==> config.mk <==
export PLATFORM = sky130hd
export DESIGN_NAME = cpu_bus_bridge
export DESIGN_NICKNAME = d
export VERILOG_FILES = /design/src/rtl/cpu_bus_pkg.sv /design/src/rtl/cpu_bus_bridge_phase.sv /design/src/rtl/cpu_bus_bridge.sv
export SDC_FILE = /design/constraint.sdc
export NUM_CORES = 1
export LEC_CHECK = 0
export ABC_CLOCK_PERIOD_IN_PS = 5800
export BUFFER_PORTS_ARGS = -buffer_cell sky130_fd_sc_hd__buf_2
export CORE_ASPECT_RATIO = 2
export CORE_MARGIN = 2
export CORE_UTILIZATION = 40
export DETAILED_ROUTE_END_ITERATION = 10
export GPL_TIMING_DRIVEN = 0
export PLACE_DENSITY_LB_ADDON = 0.12
export SYNTH_ARGS = -nofsm -noshare
export SYNTH_HDL_FRONTEND = slang
export SYNTH_HIERARCHICAL = 1
export SYNTH_SLANG_ARGS = --single-unit
==> constraint.sdc <==
create_clock -name clk_i -period 5.8 [get_ports clk_i]
set_input_delay 0.87 -clock clk_i [delete_from_list [all_inputs] [get_ports clk_i]]
set_output_delay 0.87 -clock clk_i [all_outputs]
set_load 0.05 [all_outputs]
==> src/rtl/cpu_bus_pkg.sv <==
// Shared types for the CPU bus bridge: FSM state encoding, SIZ/TT codes and
// byte-lane mask encodings.
package cpu_bus_pkg;

  typedef enum logic [3:0] {
    IDLE      = 4'd0,
    REQ       = 4'd1,
    RD_TURN   = 4'd2,
    RD_BEAT   = 4'd3,
    RD_HOLD   = 4'd4,
    WR_TA     = 4'd5,
    WR_CAP    = 4'd6,
    WR_HOLD   = 4'd7,
    IRQ_WAIT  = 4'd8,
    IRQ_TURN  = 4'd9,
    IRQ_DRIVE = 4'd10,
    IRQ_END   = 4'd11,
    ERR       = 4'd12
  } state_t;

  localparam logic [1:0] SIZ_LONG = 2'b00;
  localparam logic [1:0] SIZ_BYTE = 2'b01;
  localparam logic [1:0] SIZ_WORD = 2'b10;
  localparam logic [1:0] SIZ_LINE = 2'b11;

  localparam logic [1:0] TT_NORM0 = 2'b00;
  localparam logic [1:0] TT_NORM1 = 2'b01;
  localparam logic [1:0] TT_ALT   = 2'b10;
  localparam logic [1:0] TT_IACK  = 2'b11;

  localparam logic [3:0] MASK_ALL = 4'b1111;
  localparam logic [3:0] MASK_HI  = 4'b1100;
  localparam logic [3:0] MASK_LO  = 4'b0011;
  localparam logic [3:0] MASK_B0  = 4'b1000;

  // Lane 0 is the most significant byte (big-endian bus).
  function automatic logic [3:0] siz_mask(input logic [1:0] siz, input logic [1:0] a);
    case (siz)
      SIZ_BYTE: siz_mask = MASK_B0 >> a;
      SIZ_WORD: siz_mask = a[1] ? MASK_LO : MASK_HI;
      default:  siz_mask = MASK_ALL;
    endcase
  endfunction

endpackage

==> src/rtl/cpu_bus_bridge_phase.sv <==
// bus_phase_gen: tracks the position of clk_i within the slower bus clock.
// The bus rising edge lands on phase 2, so phase 0/1 fall mid bus-clock.
module bus_phase_gen #(
  parameter int CLK_DIV = 3,
  parameter int PH_W    = 3
) (
  input  logic            clk_i,
  input  logic            rst_i,
  input  logic            bclk_rise,
  output logic [PH_W-1:0] phase
);

  localparam logic [PH_W-1:0] PH_LAST = PH_W'(CLK_DIV - 1);

  always_ff @(posedge clk_i) begin
    if (rst_i)                 phase <= '0;
    else if (bclk_rise)        phase <= PH_W'(2);
    else if (phase >= PH_LAST) phase <= '0;
    else                       phase <= phase + 1'b1;
  end

endmodule

==> src/rtl/cpu_bus_bridge.sv <==
// cpu_bus_bridge: turns CPU bus cycles (TS/TA) into req/read/write handshakes.
// Optional bus-error timeout is built when CPU_BUS_TIMEOUT_EN is defined.
module cpu_bus_bridge
  import cpu_bus_pkg::*;
#(
  parameter int          CLK_DIV      = 3,
  parameter int          LINE_BEATS   = 4,
  parameter int          BOOT_FETCHES = 2,
  parameter logic [15:0] ROM_OFF      = 16'h4000,
  parameter int          TIMEOUT      = 255
) (
  input  logic                              clk_i,
  input  logic                              rst_i,
  input  logic                              bclk_rise,
  input  logic [31:0]                       ad_i,
  output logic [31:0]                       ad_o,
  output logic                              ad_oe,
  output logic                              cpu_dir,
  output logic                              cpu_oe,
  input  logic                              cpu_ts_n,
  input  logic [1:0]                        cpu_tt,
  input  logic [1:0]                        cpu_siz,
  input  logic                              cpu_rw,
  output logic                              cpu_ta_n,
  output logic                              cpu_tea_n,
  output logic                              req_valid,
  input  logic                              req_ready,
  output logic [$clog2(LINE_BEATS+1)-1:0]   req_len,
  output logic [3:0]                        req_mask,
  output logic [31:0]                       req_addr,
  output logic                              req_we,
  output logic                              write_valid,
  output logic [31:0]                       write_data,
  input  logic                              read_valid,
  input  logic [31:0]                       read_data,
  output logic                              read_ack,
  input  logic                              irq_req,
  input  logic [7:0]                        irq_vec,
  output logic                              irq_ack,
  output logic                              busy,
  output state_t                            dbg_state
);

  localparam int               LEN_W    = $clog2(LINE_BEATS + 1);
  localparam logic [LEN_W-1:0] ONE_LEN  = LEN_W'(1);
  localparam logic [LEN_W-1:0] LINE_LEN = LEN_W'(LINE_BEATS);
  localparam logic [3:0]       BOOT_N   = 4'(BOOT_FETCHES);
  localparam logic [2:0]       PH0      = 3'd0;
  localparam logic [2:0]       PH1      = 3'd1;

  logic [2:0]       phase;
  state_t           state_q, state_d;
  logic [3:0]       boot_q, boot_d;
  logic [LEN_W-1:0] beat_q, beat_d, req_len_d;
  logic [31:0]      req_addr_d, write_data_d, ad_o_d;
  logic [3:0]       req_mask_d;
  logic             req_valid_d, req_we_d, write_valid_d, read_ack_d, irq_ack_d;
  logic             ad_oe_d, dir_d, oe_d, ta_n_d;

  bus_phase_gen #(.CLK_DIV(CLK_DIV), .PH_W(3)) u_phase (
    .clk_i     (clk_i),
    .rst_i     (rst_i),
    .bclk_rise (bclk_rise),
    .phase     (phase)
  );

  assign busy      = (state_q != IDLE);
  assign dbg_state = state_q;

`ifdef CPU_BUS_TIMEOUT_EN
  localparam int            TO_W   = $clog2(TIMEOUT + 1);
  localparam logic [TO_W-1:0] TO_LIM = TO_W'(TIMEOUT);
  logic [TO_W-1:0] to_q, to_d;
  logic            tea_n_q, tea_n_d;

  assign cpu_tea_n = tea_n_q;

  always_ff @(posedge clk_i) begin
    if (rst_i) begin
      to_q    <= '0;
      tea_n_q <= 1'b1;
    end else begin
      to_q    <= to_d;
      tea_n_q <= tea_n_d;
    end
  end
`else
  assign cpu_tea_n = 1'b1;
`endif

  always_comb begin
    state_d       = state_q;
    boot_d        = boot_q;
    beat_d        = beat_q;
    req_valid_d   = req_valid;
    req_len_d     = req_len;
    req_mask_d    = req_mask;
    req_addr_d    = req_addr;
    req_we_d      = req_we;
    write_valid_d = 1'b0;
    write_data_d  = write_data;
    read_ack_d    = 1'b0;
    irq_ack_d     = irq_ack;
    ad_o_d        = ad_o;
    ad_oe_d       = ad_oe;
    dir_d         = cpu_dir;
    oe_d          = cpu_oe;
    ta_n_d        = cpu_ta_n;
`ifdef CPU_BUS_TIMEOUT_EN
    tea_n_d       = tea_n_q;
    to_d          = '0;
`endif
    case (state_q)
      IDLE: if (phase == PH0 && !cpu_ts_n) begin
        if (cpu_tt == TT_IACK) begin
          irq_ack_d = 1'b1;
          oe_d      = 1'b1;
          state_d   = IRQ_WAIT;
        end else if (cpu_tt != TT_ALT) begin
          req_valid_d = 1'b1;
          req_we_d    = ~cpu_rw;
          req_mask_d  = siz_mask(cpu_siz, ad_i[1:0]);
          req_len_d   = (cpu_siz == SIZ_LINE) ? LINE_LEN : ONE_LEN;
          beat_d      = req_len_d;
          // Early fetches after reset are steered into the boot ROM window.
          req_addr_d  = (boot_q < BOOT_N) ? {ROM_OFF, ad_i[15:0]} : ad_i;
          oe_d        = 1'b1;
          state_d     = REQ;
        end
      end
      REQ: if (req_ready) begin
        req_valid_d = 1'b0;
        if (boot_q < BOOT_N) boot_d = boot_q + 4'd1;
        state_d = req_we ? WR_TA : RD_TURN;
      end
      RD_TURN: if (phase == PH1) begin
        dir_d   = 1'b0;
        state_d = RD_BEAT;
      end
      RD_BEAT: if (phase == PH1 && read_valid) begin
        ad_o_d     = read_data;
        read_ack_d = 1'b1;
        ad_oe_d    = 1'b1;
        ta_n_d     = 1'b0;
        state_d    = RD_HOLD;
      end
      RD_HOLD: if (phase == PH1) begin
        ta_n_d = 1'b1;
        if (beat_q > ONE_LEN) begin
          beat_d  = beat_q - ONE_LEN;
          state_d = RD_BEAT;
        end else begin
          dir_d   = 1'b1;
          ad_oe_d = 1'b0;
          oe_d    = 1'b0;
          state_d = IDLE;
        end
      end
      WR_TA: if (phase == PH1) begin
        ta_n_d  = 1'b0;
        state_d = WR_CAP;
      end
      WR_CAP: if (phase == PH0) begin
        write_valid_d = 1'b1;
        write_data_d  = ad_i;
        state_d       = WR_HOLD;
      end
      WR_HOLD: if (phase == PH1) begin
        if (beat_q > ONE_LEN) begin
          beat_d  = beat_q - ONE_LEN;
          state_d = WR_CAP;
        end else begin
          ta_n_d  = 1'b1;
          oe_d    = 1'b0;
          state_d = IDLE;
        end
      end
      IRQ_WAIT: if (irq_req) begin
        irq_ack_d = 1'b0;
        ad_o_d    = {24'd0, irq_vec};
        state_d   = IRQ_TURN;
      end
      IRQ_TURN: begin
        dir_d   = 1'b0;
        state_d = IRQ_DRIVE;
      end
      IRQ_DRIVE: if (phase == PH1) begin
        ad_oe_d = 1'b1;
        ta_n_d  = 1'b0;
        state_d = IRQ_END;
      end
      IRQ_END: if (phase == PH1) begin
        ta_n_d  = 1'b1;
        ad_oe_d = 1'b0;
        dir_d   = 1'b1;
        oe_d    = 1'b0;
        state_d = IDLE;
      end
`ifdef CPU_BUS_TIMEOUT_EN
      // TEA is asserted for exactly one bus clock, phase 1 to phase 1.
      ERR: if (phase == PH1) begin
        if (tea_n_q) begin
          tea_n_d = 1'b0;
        end else begin
          tea_n_d = 1'b1;
          ta_n_d  = 1'b1;
          dir_d   = 1'b1;
          ad_oe_d = 1'b0;
          oe_d    = 1'b0;
          state_d = IDLE;
        end
      end
`endif
      default: state_d = IDLE;
    endcase
`ifdef CPU_BUS_TIMEOUT_EN
    if (state_q == REQ || state_q == RD_BEAT) begin
      to_d = to_q + 1'b1;
      if (state_d == state_q && to_d == TO_LIM) begin
        req_valid_d = 1'b0;
        to_d        = '0;
        state_d     = ERR;
      end
    end
`endif
  end

  always_ff @(posedge clk_i) begin
    if (rst_i) begin
      state_q     <= IDLE;
      boot_q      <= '0;
      beat_q      <= '0;
      req_valid   <= 1'b0;
      req_len     <= '0;
      req_mask    <= '0;
      req_addr    <= '0;
      req_we      <= 1'b0;
      write_valid <= 1'b0;
      write_data  <= '0;
      read_ack    <= 1'b0;
      irq_ack     <= 1'b0;
      ad_o        <= '0;
      ad_oe       <= 1'b0;
      cpu_dir     <= 1'b1;
      cpu_oe      <= 1'b0;
      cpu_ta_n    <= 1'b1;
    end else begin
      state_q     <= state_d;
      boot_q      <= boot_d;
      beat_q      <= beat_d;
      req_valid   <= req_valid_d;
      req_len     <= req_len_d;
      req_mask    <= req_mask_d;
      req_addr    <= req_addr_d;
      req_we      <= req_we_d;
      write_valid <= write_valid_d;
      write_data  <= write_data_d;
      read_ack    <= read_ack_d;
      irq_ack     <= irq_ack_d;
      ad_o        <= ad_o_d;
      ad_oe       <= ad_oe_d;
      cpu_dir     <= dir_d;
      cpu_oe      <= oe_d;
      cpu_ta_n    <= ta_n_d;
    end
  end

endmodule

==> results of run 1 <==
[logic make-up after synthesis]
logic type / synth area share (%)
AND/OR/NAND/NOR: 21.7
AO/OA/AOI/OAI: 20.1
flip-flops: 49.0
buffers and inverters: 5.07
multiplexers: 2.16
adder cells (fa/ha/maj): 1.71
other: 0.147
XOR/XNOR: 0.172
[worst max-delay path, stage by stage, from the launching register on]
cell and delay, ps:
dfxtp_1 310, or4_1 510, buf_2 190, buf_2 230
[sequential cells by signal, summed over array words and instances (netlist names)]
name	cells
ad_o	32
ad_oe	1
beat_q	3
boot_q	4
cpu_dir	1
cpu_oe	1
cpu_ta_n	1
dbg_state	4
irq_ack	1
read_ack	1
req_addr	32
req_len	2
req_mask	4
req_valid	1
req_we	1
u_phase/phase	3
write_data	32
write_valid	1
[cell type report]
class	instances	area (sq um)
Clock buffer	21	460
Tap cell	150	188
Sequential cell	125	2500
Antenna cell	1	2.50
Fill cell	1241	5680
Timing Repair Buffer	199	996
Clock inverter	11	118
Inverter	11	41.3
Buffer	52	218
Multi-Input combinational cell	432	2350
[per-layer routing]
metal | vias up | routed length [um] | share of wire [%] | GRT usage, %
met3 | 39 | 768 | 4.7 | 4.97
met1 | 2424 | 5880 | 36 | 24.0
met4 | 0 | 621 | 3.8 | 12.8
met5 | - | 0 | 0 | 0
met2 | 184 | 8930 | 55 | 43.9
li1 | 2571 | - | - | -
[path summary, 6_finish.rpt]
path,from,depth (start not counted),slack [ps],to
min,req_addr[24]$_SDFFE_PP0P_,2,450,req_addr[24]$_SDFFE_PP0P_
max,dbg_state[0]$_SDFFE_PP0P_,3,3280,busy
max reg2reg,dbg_state[2]$_SDFFE_PP0P_,7,3350,write_data[27]$_SDFFE_PP0P_
min reg2reg,req_addr[24]$_SDFFE_PP0P_,2,450,req_addr[24]$_SDFFE_PP0P_
[metrics by stage]
stage                     setup slack (ps)  area (sq um)  hold WS [ps]  utilization (%)  cells
after detailed placement              3120          6290           441             50.1    969
final                                 3280          6870           449             54.7   1002
after global routing                  3160          6870           461             54.7   1002
after global placement                3130          6290           437             50.1    969
after floorplan                       3460          5110           429                -    620
after CTS                             3280          6870           448             54.7   1001
[power breakdown]
part           leakage [nW]  total (W)  switching, W  internal (W)
clock                 0.283    0.00103      0.000382      0.000652
sequential             1.01   0.000941     0.0000316      0.000910
combinational          1.72   0.000687      0.000486      0.000201
[placed cells by master, fill, tap and decap left out, drive strengths merged, types with 2 or more instances in the layout]
| cell type | n |
|---|---|
| o22ai | 3 |
| clkinvlp | 2 |
| buf | 215 |
| a311o | 2 |
| inv | 11 |
| or4 | 3 |
| o41ai | 2 |
| a21oi | 82 |
| or3b | 2 |
| ha | 7 |
| clkbuf | 57 |
| conb | 2 |
| nor4 | 3 |
| a21o | 2 |
| nor2b | 7 |
| clkinv | 7 |
| o211ai | 2 |
| a22oi | 25 |
| mux2i | 11 |
| and3 | 2 |
| o21ai | 9 |
| and2 | 2 |
| a2bb2oi | 2 |
| a31oi | 2 |
| bufinv | 2 |
| nor2 | 58 |
| o32ai | 3 |
| nor3b | 3 |
| nand2b | 6 |
| a211oi | 14 |
| nor3 | 10 |
| or3 | 4 |
| dfxtp | 125 |
| nand2 | 129 |
| nand3 | 19 |
==> flow_metrics.py, run 1 <==
metrics = {
    "power_and_ir_drop": {
        "p_leak_nw": 3.01,
        "power.density_nw_per_um2": 387,
        "power_w": 0.00266,
        "ir_drop_mv": 0.281,
    },
    "global_routing": {
        "antenna_found_initial": 1,
        "grt_max_degree": 17,
        "grt-ovfl-total": 0,
        "grt.total_usage_pct": 23.5,
        "grt_pass1_wl_mm": 25.6,
        "grt_pass1_vias": 5200,
    },
    "floorplanning": {
        "io_pins": 202,
        "die-width_um": 83.9,
        "rows": 58,
        "coreArea_sq_um": 12600,
        "dieArea_sq_um": 13700,
        "die_h_um": 164,
        "start_util_pct": 40.7,
    },
    "synth": {
        "ys_types": 55,
        "syn_inst": 620,
        "synth-edff-count": 0,
        "synth.top_cells.by_area": "dfxtp_1, nand2_1, a21oi_1",
        "ys_seq_area_share_pct": 49.0,
        "yosysTopAreaCell": "dfxtp_1",
        "synth_nets": 711,
        "syn-cell-area_sq_um": 5110,
        "yosysMostFrequentCell": "nand2_1",
        "yosysWarnings": 6,
        "synthArstFlopShare_pct": 0,
        "yosys.area.top_type_share_pct": 49.0,
        "yosys_most_used_dff": "dfxtp_1",
        "synth-seq-cells": 125,
        "avgSynthCellArea_sq_um": 8.24,
        "synth_commonest_cells": "nand2_1, dfxtp_1, a21oi_1, nor2_1, clkbuf_1",
    },
    "layout": {
        "area_growth_pct": 34.5,
        "drive_gt1_share_pct": 29.7,
        "final_net_count": 929,
    },
    "critical_path": {
        "criticalPathCategory": "register to primary output",
        "end_kind": "primary output",
        "crit_arrival_ps": 1650,
        "cp-start-kind": "register",
        "required_ps": 4930,
        "cp_max_fo": 5,
    },
    "cts": {
        "clkTransAtPathRegs_ps": 60,
        "tritoncts": "yes",
        "clock-sinks": 125,
        "cts_max_level": 4,
        "clk_latency_ps": 410,
        "postCtsResizedCells": 0,
        "clock-root-buffer": "clkbuf_16",
        "clockBufferDepth": 2,
        "post-cts-setup-buffers": 0,
        "cts_made_buffers": 17,
        "postCtsHoldBufs": 0,
    },
    "detailed_routing": {
        "wl_per_cell_um": 16.2,
        "dr.pass1.iters": 5,
        "antenna_left": 0,
        "vias": 5218,
        "drc": 0,
        "wl_mm": 16.2,
        "viasPerCell": 5.21,
        "drtIter0Drc": 242,
    },
    "sta": {
        "period_share_pct": 43.4,
        "max-slew-margin-rel_pct": 49.8,
        "maxSlewViolCount": 0,
        "setup_viol": 0,
        "fin_skew_ps": 10.5,
        "rsz0062_at_grt": "false",
        "min_period_ps": 2520,
        "tns_ps": 0,
        "fmax_mhz": 397,
        "hold_violations": 0,
        "worstMarginPinSlew_ps": 753,
    },
    "min_path": {
        "hp-class": "register to register",
    },
    "placement": {
        "port_buffers": 199,
        "dp_hpwl_mm": 12.5,
        "place_congestion": 0.911,
    },
    "outcome": {
        "status": "finished clean",
    },
    "job": {
        "maxCapViolCount": 0,
    },
}
Power figures use the tool's default switching activity.
==> run 2, diff against run 1 <==
--- a/config.mk
+++ b/config.mk
@@ -5,7 +5,8 @@
 export SDC_FILE = /design/constraint.sdc
 export NUM_CORES = 1
 export LEC_CHECK = 0
-export ABC_CLOCK_PERIOD_IN_PS = 5800
+export ABC_AREA = 1
+export ABC_CLOCK_PERIOD_IN_PS = 2150
 export BUFFER_PORTS_ARGS = -buffer_cell sky130_fd_sc_hd__buf_2
 export CORE_ASPECT_RATIO = 2
 export CORE_MARGIN = 2
==> constraint.sdc (replaced) <==
create_clock -name clk_i -period 2.15 [get_ports clk_i]
set_input_delay 0.3225 -clock clk_i [delete_from_list [all_inputs] [get_ports clk_i]]
set_output_delay 0.3225 -clock clk_i [all_outputs]
set_load 0.05 [all_outputs]
==> run 2 against run 1 <==
Clock skew increased by 1.2 ps. Design area up 2.1%. First-iteration DRC count fell by 33%. Sequential power rose to 2.8 times the previous value. Via count grew 4.1%. Worst setup slack worse by 3200 ps. Power increased to 3.0 times the previous value. Synthesized area up 1.7%. Register-to-register slack got worse by 3200 ps. Wire length rose by 4.7%.
==> flow_metrics.py, run 2 <==
metrics = {
    "outcome": {
        "status": "finished clean",
    },
    "synth": {
        "synth-simple-area-share_pct": 29.8,
        "synth-adder-area-share_pct": 1.69,
        "synth_compound_area_share_pct": 13.5,
        "syn_inst": 729,
        "yosysMostFrequentCell": "nand2_1",
        "synth-seq-cells": 125,
        "synthArstFlopShare_pct": 0,
        "ys_types": 27,
        "yosysTopAreaCell": "dfxtp_1",
        "synth_commonest_cells": "nand2_1, nor2_1, dfxtp_1, o21ai_0, a21oi_1",
        "avgSynthCellArea_sq_um": 7.13,
        "synth_nets": 820,
        "synth_top_family_by_area": "simple AND/OR/NAND/NOR gates",
        "syn-cell-area_sq_um": 5200,
        "yosysWarnings": 6,
        "yosys.area.top_type_share_pct": 48.2,
        "yosys-mux-area-fraction_pct": 0,
        "synth-edff-count": 0,
        "yosys_most_used_dff": "dfxtp_1",
        "synth_xor_xnor_area_share_pct": 0.337,
        "synth.top_cells.by_area": "dfxtp_1, nand2_1, nor2_1",
        "ys_seq_area_share_pct": 48.2,
    },
    "floorplanning": {
        "die-width_um": 84.6,
        "die_h_um": 165,
        "dieArea_sq_um": 14000,
        "rows": 58,
        "start_util_pct": 41.2,
        "io_pins": 202,
        "coreArea_sq_um": 12600,
    },
    "critical_path": {
        "worst_r2r_endpoint": "req_mask[3]$_SDFFE_PP0P_",
        "ff2ff_setup_slack_ps": 120,
        "rr_worst_depth": 7,
        "end_kind": "register",
        "crit_arrival_ps": 2310,
        "cp-start-kind": "register",
        "cp-endpoint": "req_mask[3]$_SDFFE_PP0P_",
        "cp_max_fo": 10,
        "r2r-start": "u_phase/phase[1]$_SDFF_PP0_",
        "required_ps": 2430,
        "criticalPathCategory": "register to register",
        "cp-startpoint": "u_phase/phase[1]$_SDFF_PP0_",
    },
    "cts": {
        "clk_latency_ps": 420,
        "clockBufferDepth": 2,
        "postCtsHoldBufs": 0,
        "cts_max_level": 4,
        "clock-sinks": 125,
        "cts_made_buffers": 17,
        "clock-root-buffer": "clkbuf_16",
        "clkTransAtPathRegs_ps": 60,
        "tritoncts": "yes",
    },
    "min_path": {
        "holdPathStages": 2,
        "hp-class": "input pin to register",
    },
    "power_and_ir_drop": {
        "ir_drop_mv": 0.685,
        "p_leak_nw": 3.59,
        "power.density_nw_per_um2": 1140,
    },
    "global_routing": {
        "grt-ovfl-total": 0,
        "grt_pass1_vias": 5200,
        "antenna_found_initial": 0,
        "grt_pass1_wl_mm": 25.9,
        "grt.total_usage_pct": 23.9,
        "grt_max_degree": 17,
    },
    "layout": {
        "diodes": 0,
        "top_regs": "ad_o x32, req_addr x32, write_data x32",
        "layout_common_cells": "buf_2, nand2_1, nor2_1",
        "area_growth_pct": 35.0,
        "final_common_cell": "buf_2",
        "drive_gt1_share_pct": 28.1,
        "final_net_count": 1041,
    },
    "placement": {
        "dp_hpwl_mm": 13.4,
        "place_ws_ps": -271,
        "port_buffers": 199,
        "place_congestion": 0.960,
    },
    "detailed_routing": {
        "vias": 5434,
        "wl_per_cell_um": 15.3,
        "viasPerCell": 4.89,
        "drc": 0,
        "wl_mm": 17.0,
        "dr.pass1.iters": 4,
        "drtIter0Drc": 162,
        "antenna_left": 0,
    },
    "sta": {
        "period_share_pct": 94.4,
        "max-slew-margin-rel_pct": 56.1,
        "worstMarginPinSlew_ps": 658,
        "hold_violations": 0,
        "hold_ws_ps": 74.1,
        "maxSlewViolCount": 0,
        "min_period_ps": 2030,
        "fmax_mhz": 493,
        "worst_slack_ps": 120,
        "fin_skew_ps": 11.7,
        "setup_viol": 0,
    },
    "job": {
        "maxCapViolCount": 0,
    },
}
-- run 2: area by class of cell --
| type | count | area, sq um |
|---|---|---|
| Multi-Input combinational cell | 525 | 2370 |
| Clock inverter | 14 | 181 |
| Tap cell | 150 | 188 |
| Clock buffer | 17 | 425 |
| Sequential cell | 125 | 2500 |
| Buffer | 35 | 166 |
| Fill cell | 1351 | 5610 |
| Inverter | 44 | 165 |
| Timing Repair Buffer | 202 | 1020 |
-- run 2: logic make-up (layout without fill, tap and decap cells) --
kind of cell,Yosys count,in the layout
and+or+nand+nor,378,378
AOI/OAI and AO/OA,136,136
DFF,125,125
buffers and inverters,79,312
adders and majority gates,7,7
other,2,2
xor gates and xnor gates,2,2
-- run 2: routing by layer --
metal	up-vias	GRT usage, %	part of all wire (%)
li1	2785	-	-
met2	177	46.0	56
met1	2430	22.3	34
met4	0	14.4	4.8
met3	42	5.47	5.7
met5	-	0	0
-- run 2: what timing repair did --
item,in CTS,in global routing
resized for setup,0,2
endpoints found under the setup margin,0,48
setup buffers,0,3
-- run 2: metrics by stage --
| step | util (%) | cell area, sq um | setup TNS [ps] | power, W | cells |
|---|---|---|---|---|---|
| after detailed placement | 50.5 | 6380 | -2140 | 0.00513 | 1078 |
| after CTS | 55.3 | 6990 | 0 | 0.00808 | 1109 |
| after global routing | 55.6 | 7020 | -30.6 | 0.00843 | 1112 |
| final | 55.6 | 7020 | 0 | 0.00803 | 1112 |
| after floorplan | - | 5200 | 0 | 0.00445 | 729 |
| after global placement | 50.5 | 6380 | -1880 | 0.00512 | 1078 |
-- run 2: power by group --
group,total (W),switching [W],internal (W)
Clock,0.00295,0.00112,0.00184
Sequential,0.00268,0.000158,0.00252
Combinational,0.00240,0.00177,0.000631
Total,0.00803,0.00304,0.00499
-- run 2: how the worst min path moves through the flow --
stage | from | end | slack, ps
after floorplan | boot_q[3]$_SDFFE_PP0P_ | boot_q[3]$_SDFFE_PP0P_ | 400
after global placement | boot_q[3]$_SDFFE_PP0P_ | boot_q[3]$_SDFFE_PP0P_ | 410
after detailed placement | boot_q[3]$_SDFFE_PP0P_ | boot_q[3]$_SDFFE_PP0P_ | 420
after CTS | cpu_rw | req_we$_SDFFE_PP0P_ | 70
after global routing | cpu_rw | req_we$_SDFFE_PP0P_ | 80
final | cpu_rw | req_we$_SDFFE_PP0P_ | 70
-- run 2: critical path, cell delays in order (launching register included) --
cell and delay [ps]:
dfxtp_1 350, nor2_1 230, nand3b_1 290, nor3_4 430, inv_2 130, clkbuf_1 260
nand2_1 130, a21oi_1 60
